===== config.mk =====
export PLATFORM = sky130hd
export DESIGN_NAME = uart_rx_fifo
export DESIGN_NICKNAME = d
export VERILOG_FILES = /design/src/rtl/uart_pkg.sv /design/src/rtl/uart_fifo_ctrl.sv /design/src/rtl/uart_rx_fifo.sv
export SDC_FILE = /design/constraint.sdc
export NUM_CORES = 1
export LEC_CHECK = 0
export CAP_MARGIN = 5
export CORE_UTILIZATION = 40
export DETAILED_ROUTE_END_ITERATION = 6
export PLACE_DENSITY = 0.57
export REMOVE_ABC_BUFFERS = 1
export SLEW_MARGIN = 25
export SYNTH_ARGS = -nofsm -noshare
export SYNTH_HDL_FRONTEND = slang
export SYNTH_SLANG_ARGS = --single-unit

===== constraint.sdc =====
create_clock -name clk -period 6.3 [get_ports clk]
set_input_delay 0.945 -clock clk [delete_from_list [all_inputs] [get_ports clk]]
set_output_delay 0.945 -clock clk [all_outputs]
set_load 0.01 [all_outputs]

===== src/rtl/uart_pkg.sv =====
// Shared UART constants, FIFO sizing helper and FIFO operation encoding.
package uart_pkg;

    localparam int DBIT_DEFAULT   = 8;
    localparam int SB_TICK        = 16;
    localparam int ADDR_W_DEFAULT = 4;
    localparam int DEPTH          = 2 ** ADDR_W_DEFAULT;

    // Bit order is {push, pop} so the controller can cast its qualifiers directly.
    typedef enum logic [1:0] {
        OP_IDLE = 2'b00,
        OP_POP  = 2'b01,
        OP_PUSH = 2'b10,
        OP_BOTH = 2'b11
    } fifo_op_e;

    function automatic int fifo_depth(input int addr_w);
        return 2 ** addr_w;
    endfunction

endpackage


===== src/rtl/uart_fifo_ctrl.sv =====
// Pointer, occupancy and sticky overrun bookkeeping for the UART receive FIFO.
module uart_fifo_ctrl
    import uart_pkg::*;
#(
    parameter int ADDR_W = ADDR_W_DEFAULT
) (
    input  logic              clk,
    input  logic              reset_n,
    input  logic              wr,
    input  logic              rd,
    input  logic              clr_overrun,
    output logic              wr_en,
    output logic              rd_en,
    output logic [ADDR_W-1:0] w_ptr,
    output logic [ADDR_W-1:0] r_ptr,
    output logic [ADDR_W:0]   count,
    output logic              empty,
    output logic              full,
    output logic              overrun
);

    localparam logic [ADDR_W:0] FULL_CNT = {1'b1, {ADDR_W{1'b0}}};

    fifo_op_e op;
    logic     drop;

    assign empty = (count == '0);
    assign full  = (count == FULL_CNT);

    // A full FIFO still accepts a write when the same edge frees the head slot.
    assign rd_en = rd & ~empty;
    assign wr_en = wr & (~full | rd_en);
    assign drop  = wr & ~wr_en;
    assign op    = fifo_op_e'({wr_en, rd_en});

    always_ff @(posedge clk or negedge reset_n) begin
        if (!reset_n) begin
            w_ptr   <= '0;
            r_ptr   <= '0;
            count   <= '0;
            overrun <= 1'b0;
        end else begin
            if (wr_en)
                w_ptr <= w_ptr + ADDR_W'(1);
            if (rd_en)
                r_ptr <= r_ptr + ADDR_W'(1);

            case (op)
                OP_PUSH: count <= count + (ADDR_W+1)'(1);
                OP_POP:  count <= count - (ADDR_W+1)'(1);
                default: count <= count;
            endcase

            if (drop)
                overrun <= 1'b1;
            else if (clr_overrun)
                overrun <= 1'b0;
        end
    end

endmodule


===== src/rtl/uart_rx_fifo.sv =====
// UART receive buffer: captures rx_done_tick characters into a FWFT circular FIFO.
module uart_rx_fifo
    import uart_pkg::*;
#(
    parameter int DBIT   = DBIT_DEFAULT,
    parameter int ADDR_W = ADDR_W_DEFAULT
) (
    input  logic              clk,
    input  logic              reset_n,
    input  logic              wr,
    input  logic [DBIT-1:0]   w_data,
    input  logic              rd,
    output logic [DBIT-1:0]   r_data,
    output logic              empty,
    output logic              full,
    output logic [ADDR_W:0]   count,
    output logic              overrun,
    input  logic              clr_overrun
);

    localparam int MEM_DEPTH = fifo_depth(ADDR_W);

    logic              wr_en;
    logic              rd_en;
    logic [ADDR_W-1:0] w_ptr;
    logic [ADDR_W-1:0] r_ptr;
    logic [DBIT-1:0]   mem [MEM_DEPTH];

    uart_fifo_ctrl #(
        .ADDR_W (ADDR_W)
    ) u_ctrl (
        .clk         (clk),
        .reset_n     (reset_n),
        .wr          (wr),
        .rd          (rd),
        .clr_overrun (clr_overrun),
        .wr_en       (wr_en),
        .rd_en       (rd_en),
        .w_ptr       (w_ptr),
        .r_ptr       (r_ptr),
        .count       (count),
        .empty       (empty),
        .full        (full),
        .overrun     (overrun)
    );

    // Storage is deliberately left unreset; validity is tracked by the pointers.
    always_ff @(posedge clk) begin
        if (wr_en)
            mem[w_ptr] <= w_data;
    end

    assign r_data = empty ? '0 : mem[r_ptr];

endmodule


# Word level (Yosys, flattened, before mapping)
# Memory sizes are Yosys's and may differ from the RTL's.
# Cells that the tools add are included.
# word_totals
register_bits	14
mem_bits_rw	128
input_bits	13
output_inout_bits	16
word_cells	28
memories	1
# classes
addsub	4
eq_ne	3
n_mux	6
bitwise	7
reduce_logical	3
# mem_list
memory	depth	width	read_ports	rd_clocked_by_memory_dff	wr	line_no	rtl
mem	16	8	1	0	1	uart_rx_fifo.sv:27	logic [DBIT-1:0] mem [MEM_DEPTH];
# op_table
operator	count
$pmux W5 S2	1
$add A4 B1 Y4 const B	2
$mux W8	1
$add A5 B1 Y5 const B	1
$eq A5 B5 Y1 const B	1
$logic_not A5 Y1	1
$sub A5 B1 Y5 const B	1
$mux W1	4
$reduce_bool A2 Y1	2
$and A1 B1 Y1	3
$not A1 Y1	3
$eq A2 B1 Y1 const B	1
$eq A2 B2 Y1 const B	1
$or A1 B1 Y1	1

# Longest topological paths before layout
# depth
ltp_word	8
depth_mapped	9
ltp_nobuf	9

# Modules after synthesis
# Synthesis repeated with hierarchy kept, for this count alone.
# unflattened
hier_cells	316
area_unflattened_um2	5898.2
# modules_own_cells
module	instances	cells_per_inst	area_per_inst_um2	seq_area_each_um2
uart_rx_fifo	1	234	5034.8	3843.7
uart_fifo_ctrl	1	82	863.3	350.3

# Worst setup path after synthesis
# Ideal clock, no wire load.
# synth_path
kind	register -> register
from	register u_ctrl.count[0]
to	register u_ctrl.count[4]
t_arrival_ns	2.719
setup_slack_ns	3.457
path_stages_with_launch	10
cell_sequence	dfrtp_1 nor4_4 nand2b_1 inv_1 nor2_1 fa_1 a21o_1 a21oi_1 mux2_2 a211o_1
# synth_via
elab_chain_cells	7
# synth_lines
item	line_no	rtl
start, declared	uart_fifo_ctrl.sv:16	output logic [ADDR_W:0] count,
start signal, assigned	uart_fifo_ctrl.sv:49	OP_PUSH: count <= count + (ADDR_W+1)'(1);
start signal, assigned	uart_fifo_ctrl.sv:50	OP_POP: count <= count - (ADDR_W+1)'(1);
start signal, assigned	uart_fifo_ctrl.sv:51	default: count <= count;
$logic_not A5 Y1 (*)	uart_fifo_ctrl.sv:27	assign empty = (count == '0);
via empty	uart_rx_fifo.sv:14	output logic empty,
$not A1 Y1 (*)	uart_fifo_ctrl.sv:31	assign rd_en = rd & ~empty;
$and A1 B1 Y1 (*)	uart_fifo_ctrl.sv:31	
$or A1 B1 Y1	uart_fifo_ctrl.sv:32	assign wr_en = wr & (~full | rd_en);
$and A1 B1 Y1	uart_fifo_ctrl.sv:32	
$eq A2 B1 Y1 / $eq A2 B2 Y1 (equally long branches)	uart_fifo_ctrl.sv:48	case (op)
$pmux W5 S2 / $reduce_bool A2 Y1 (equally long branches)	-	
# Mark *: on every way through the listed nets, which the timed path passes. The rest lies on a longest branch.
# A chain may end at the register's enable or synchronous reset.

# Worst setup path in the final report
# layout_path
from	register u_ctrl.r_ptr[1]
to	output r_data[1]
# layout_via
elab_chain_cells	2
# layout_lines
item	line_no	rtl
start, declared	uart_fifo_ctrl.sv:15	output logic [ADDR_W-1:0] r_ptr,
start signal, assigned	uart_fifo_ctrl.sv:46	r_ptr <= r_ptr + ADDR_W'(1);
$mem_v2 Z16 W8	-	
$mux W8	uart_rx_fifo.sv:53	assign r_data = empty ? '0 : mem[r_ptr];
end, declared	uart_rx_fifo.sv:13	output logic [DBIT-1:0] r_data,
# No other way between the ends.

==> metrics.cfg <==
[status]
status = completed

[logic_synthesis]
synthCells = 300
synth_enable_flop_cells = 128
syn_area_mm2 = 0.00587
ys_ff_latch = 142
avgSynthCellArea_um2 = 19.6
yosysTopAreaCell = edfxtp_1
ys_seq_area_share_pct = 71.5
async_reset_ff_share_pct = 9.86
synthTopCellsByArea = edfxtp_1 (66%), mux4_2 (8.8%), dfrtp_1 (6.0%)
ys_types = 35
synth.top_cell.area_share_pct = 65.5
ys.flop_type = edfxtp_1
yosysWarnings = 0

[global_route]
grt_start_max_net_pins = 36
grt_pass1_vias = 2938
grt.overflow.total = 0
grt_pass1_wl_um = 17000
grt_usage_pct = 16.5
antenna_found_initial = 0

[clock_network]
clk_latency_ns = 0.42
clockBufferDepth = 2
postCtsHoldBufs = 0
cts_tree = done
ctsHtreeMaxLevel = 4
cts_resized = 0
cts.sinks = 142
clk_pin_slew_ns = 0.06
cts_setup_buffers = 0
cts_made_buffers = 17
cts-root-buf = clkbuf_16

[cells_and_area]
fillers = 1154
final_layout_size_suffix_gt1_share_pct = 20.6
final_util_pct = 48.9
layout_common_cells = edfxtp_1 (128), clkdlybuf4s50_1 (28), mux4_2 (23)
antennaDiodeCount = 0
layout_commonest_cell = edfxtp_1
finalNetCount = 359
area_delta_synth_final_pct = 17.4

[die]
placementRows = 43
fp.dieH_um = 123
die-area_mm2 = 0.0152
core_area_mm2 = 0.0141
start_util_pct = 41.6
num_io_pins = 29
die-width_um = 123

[sta]
worstMarginPinSlew_ns = 0.993
hold_viol_final = 0
finalCritPeriodShare_pct = 61.4
period_minus_slack_ns = 3.87
finalMaxSlewViolations = 0
maxSlewHeadroom_pct = 33.6
fmaxAchievable_mhz = 259
setup_slack_ns = 2.43
rsz0062_at_grt = no
setup_viol = 0
finalSetupTns_ns = 0
finClkSkew_ns = 0.00611

[detailed_routing]
routed_wl_um = 11000
drtIter0Drc = 191
drtPass1Iterations = 4
viasPerCell = 5.26
drc = 0
antenna_left = 0
vias = 2781
wl_per_cell_um = 20.8

[placed_design]
gp_congestion = 0.743
place_ws_ns = 2.76
dp_hpwl_um = 6740
port_buffers = 28

[worst_setup_path]
crit_family = buffers and inverters
crit_fanout = 35
crit_path_end_kind = primary output
crit_path_top_delay_cell = mux4_1
critPathBufInv = 2
path_cells = buf_4 -> mux4_1 -> mux2_2 -> o21ai_0 -> a21oi_1 -> clkdlybuf4s50_1
cp.required_ns = 5.35
cpPeakStageDelay_ns = 0.63
cp.arrival_ns = 2.92
path_class = flip-flop to primary output
worstSetupStartpointType = flip-flop

[pwr]
total_power_w = 0.00319
power.density_mw_per_mm2 = 463
leakage_nw = 2.34
peakVddDrop_mv = 0.356

[min_path]
worstHoldPathType = flip-flop to flip-flop

[flow_run]
maxCapViolations = 0

==> cell families after synthesis <==
logic type / after synthesis / share of synthesized area (%)
buffers and inverters: 21 / 2.11
xor gates and xnor gates: 9 / 1.34
muxes: 55 / 17.1
and+or+nand+nor: 39 / 3.28
adders and majority gates: 9 / 2.05
DFF: 142 / 71.5
AOI/OAI and AO/OA: 25 / 2.67
==> power breakdown <==
part           switching, W  internal [W]
registers         0.0000912       0.00116
clock network      0.000378      0.000580
logic              0.000474      0.000506
total              0.000944       0.00224
==> stage by stage <==
step	std cells	instance area (um^2)	hold WS, ns
after floorplan	285	5770	0.531
after global placement	498	6310	0.498
after detailed placement	498	6320	0.508
after CTS	529	6890	0.520
after global routing	529	6890	0.549
final	529	6890	0.509
==> metal layers <==
metal	wire length [um]	global-route usage (%)	part of all wire [%]
met1	5090	21.0	46
met2	5380	26.2	49
met3	406	5.58	3.7
met4	107	6.33	0.97
met5	0	0	0
==> registers in the layout, summed over array words and instances, names as in the netlist <==
| name | count |
|---|---|
| u_ctrl.count | 5 |
| mem | 128 |
| u_ctrl.r_ptr | 4 |
| u_ctrl.overrun | 1 |
| u_ctrl.w_ptr | 4 |
==> area by class of cell <==
cell class | count | area (um^2) | share of cell area [%]
flip-flops and latches | 142 | 4190 | 60.9
multi-input cells | 137 | 1560 | 22.6
clock buffers | 17 | 425 | 6.17
repair buffers | 33 | 318 | 4.61
well taps | 180 | 225 | 3.27
clock inverters | 14 | 145 | 2.11
inverters | 6 | 22.5 | 0.327
==> path summary, 6_finish.rpt <==
| kind | start | to | slack, ns | cells past startpoint |
|---|---|---|---|---|
| worst max-delay path | u_ctrl.r_ptr[1] | r_data[1] | 2.43 | 6 |
| min in group asynchronous | reset_n | u_ctrl.count[2] | 0.94 | 1 |
| max in group asynchronous | reset_n | u_ctrl.r_ptr[3] | 4.93 | 1 |
| worst min-delay path | u_ctrl.overrun | u_ctrl.overrun | 0.51 | 1 |
| worst min register to register | u_ctrl.overrun | u_ctrl.overrun | 0.51 | 1 |
| worst max register to register | u_ctrl.count[0] | u_ctrl.count[4] | 2.97 | 9 |
==> synthesized netlist by cell type, types with 3 or more instances <==
library cell,number
inv_1,6
edfxtp_1,128
nand2b_1,5
xnor2_1,7
ha_1,8
mux2i_1,9
nand2_1,8
mux2_1,3
o21ai_0,3
nor2_1,15
nor3_1,5
buf_2,5
dfrtp_1,14
mux4_1,9
mux4_2,23
clkbuf_1,4
mux2_2,11
a21oi_1,10
o21ai_1,6
==> worst reg2reg max path, stage by stage, from the launching register on <==
cell,delay (ns)
dfrtp_1,0.47
nor4_4,0.48
nand2b_1,0.39
inv_1,0.23
nor2_1,0.13
fa_1,0.42
a21o_1,0.19
a21oi_1,0.26
mux2_2,0.37
a211o_1,0.28
No activity file was read; power rests on OpenSTA's default activity.
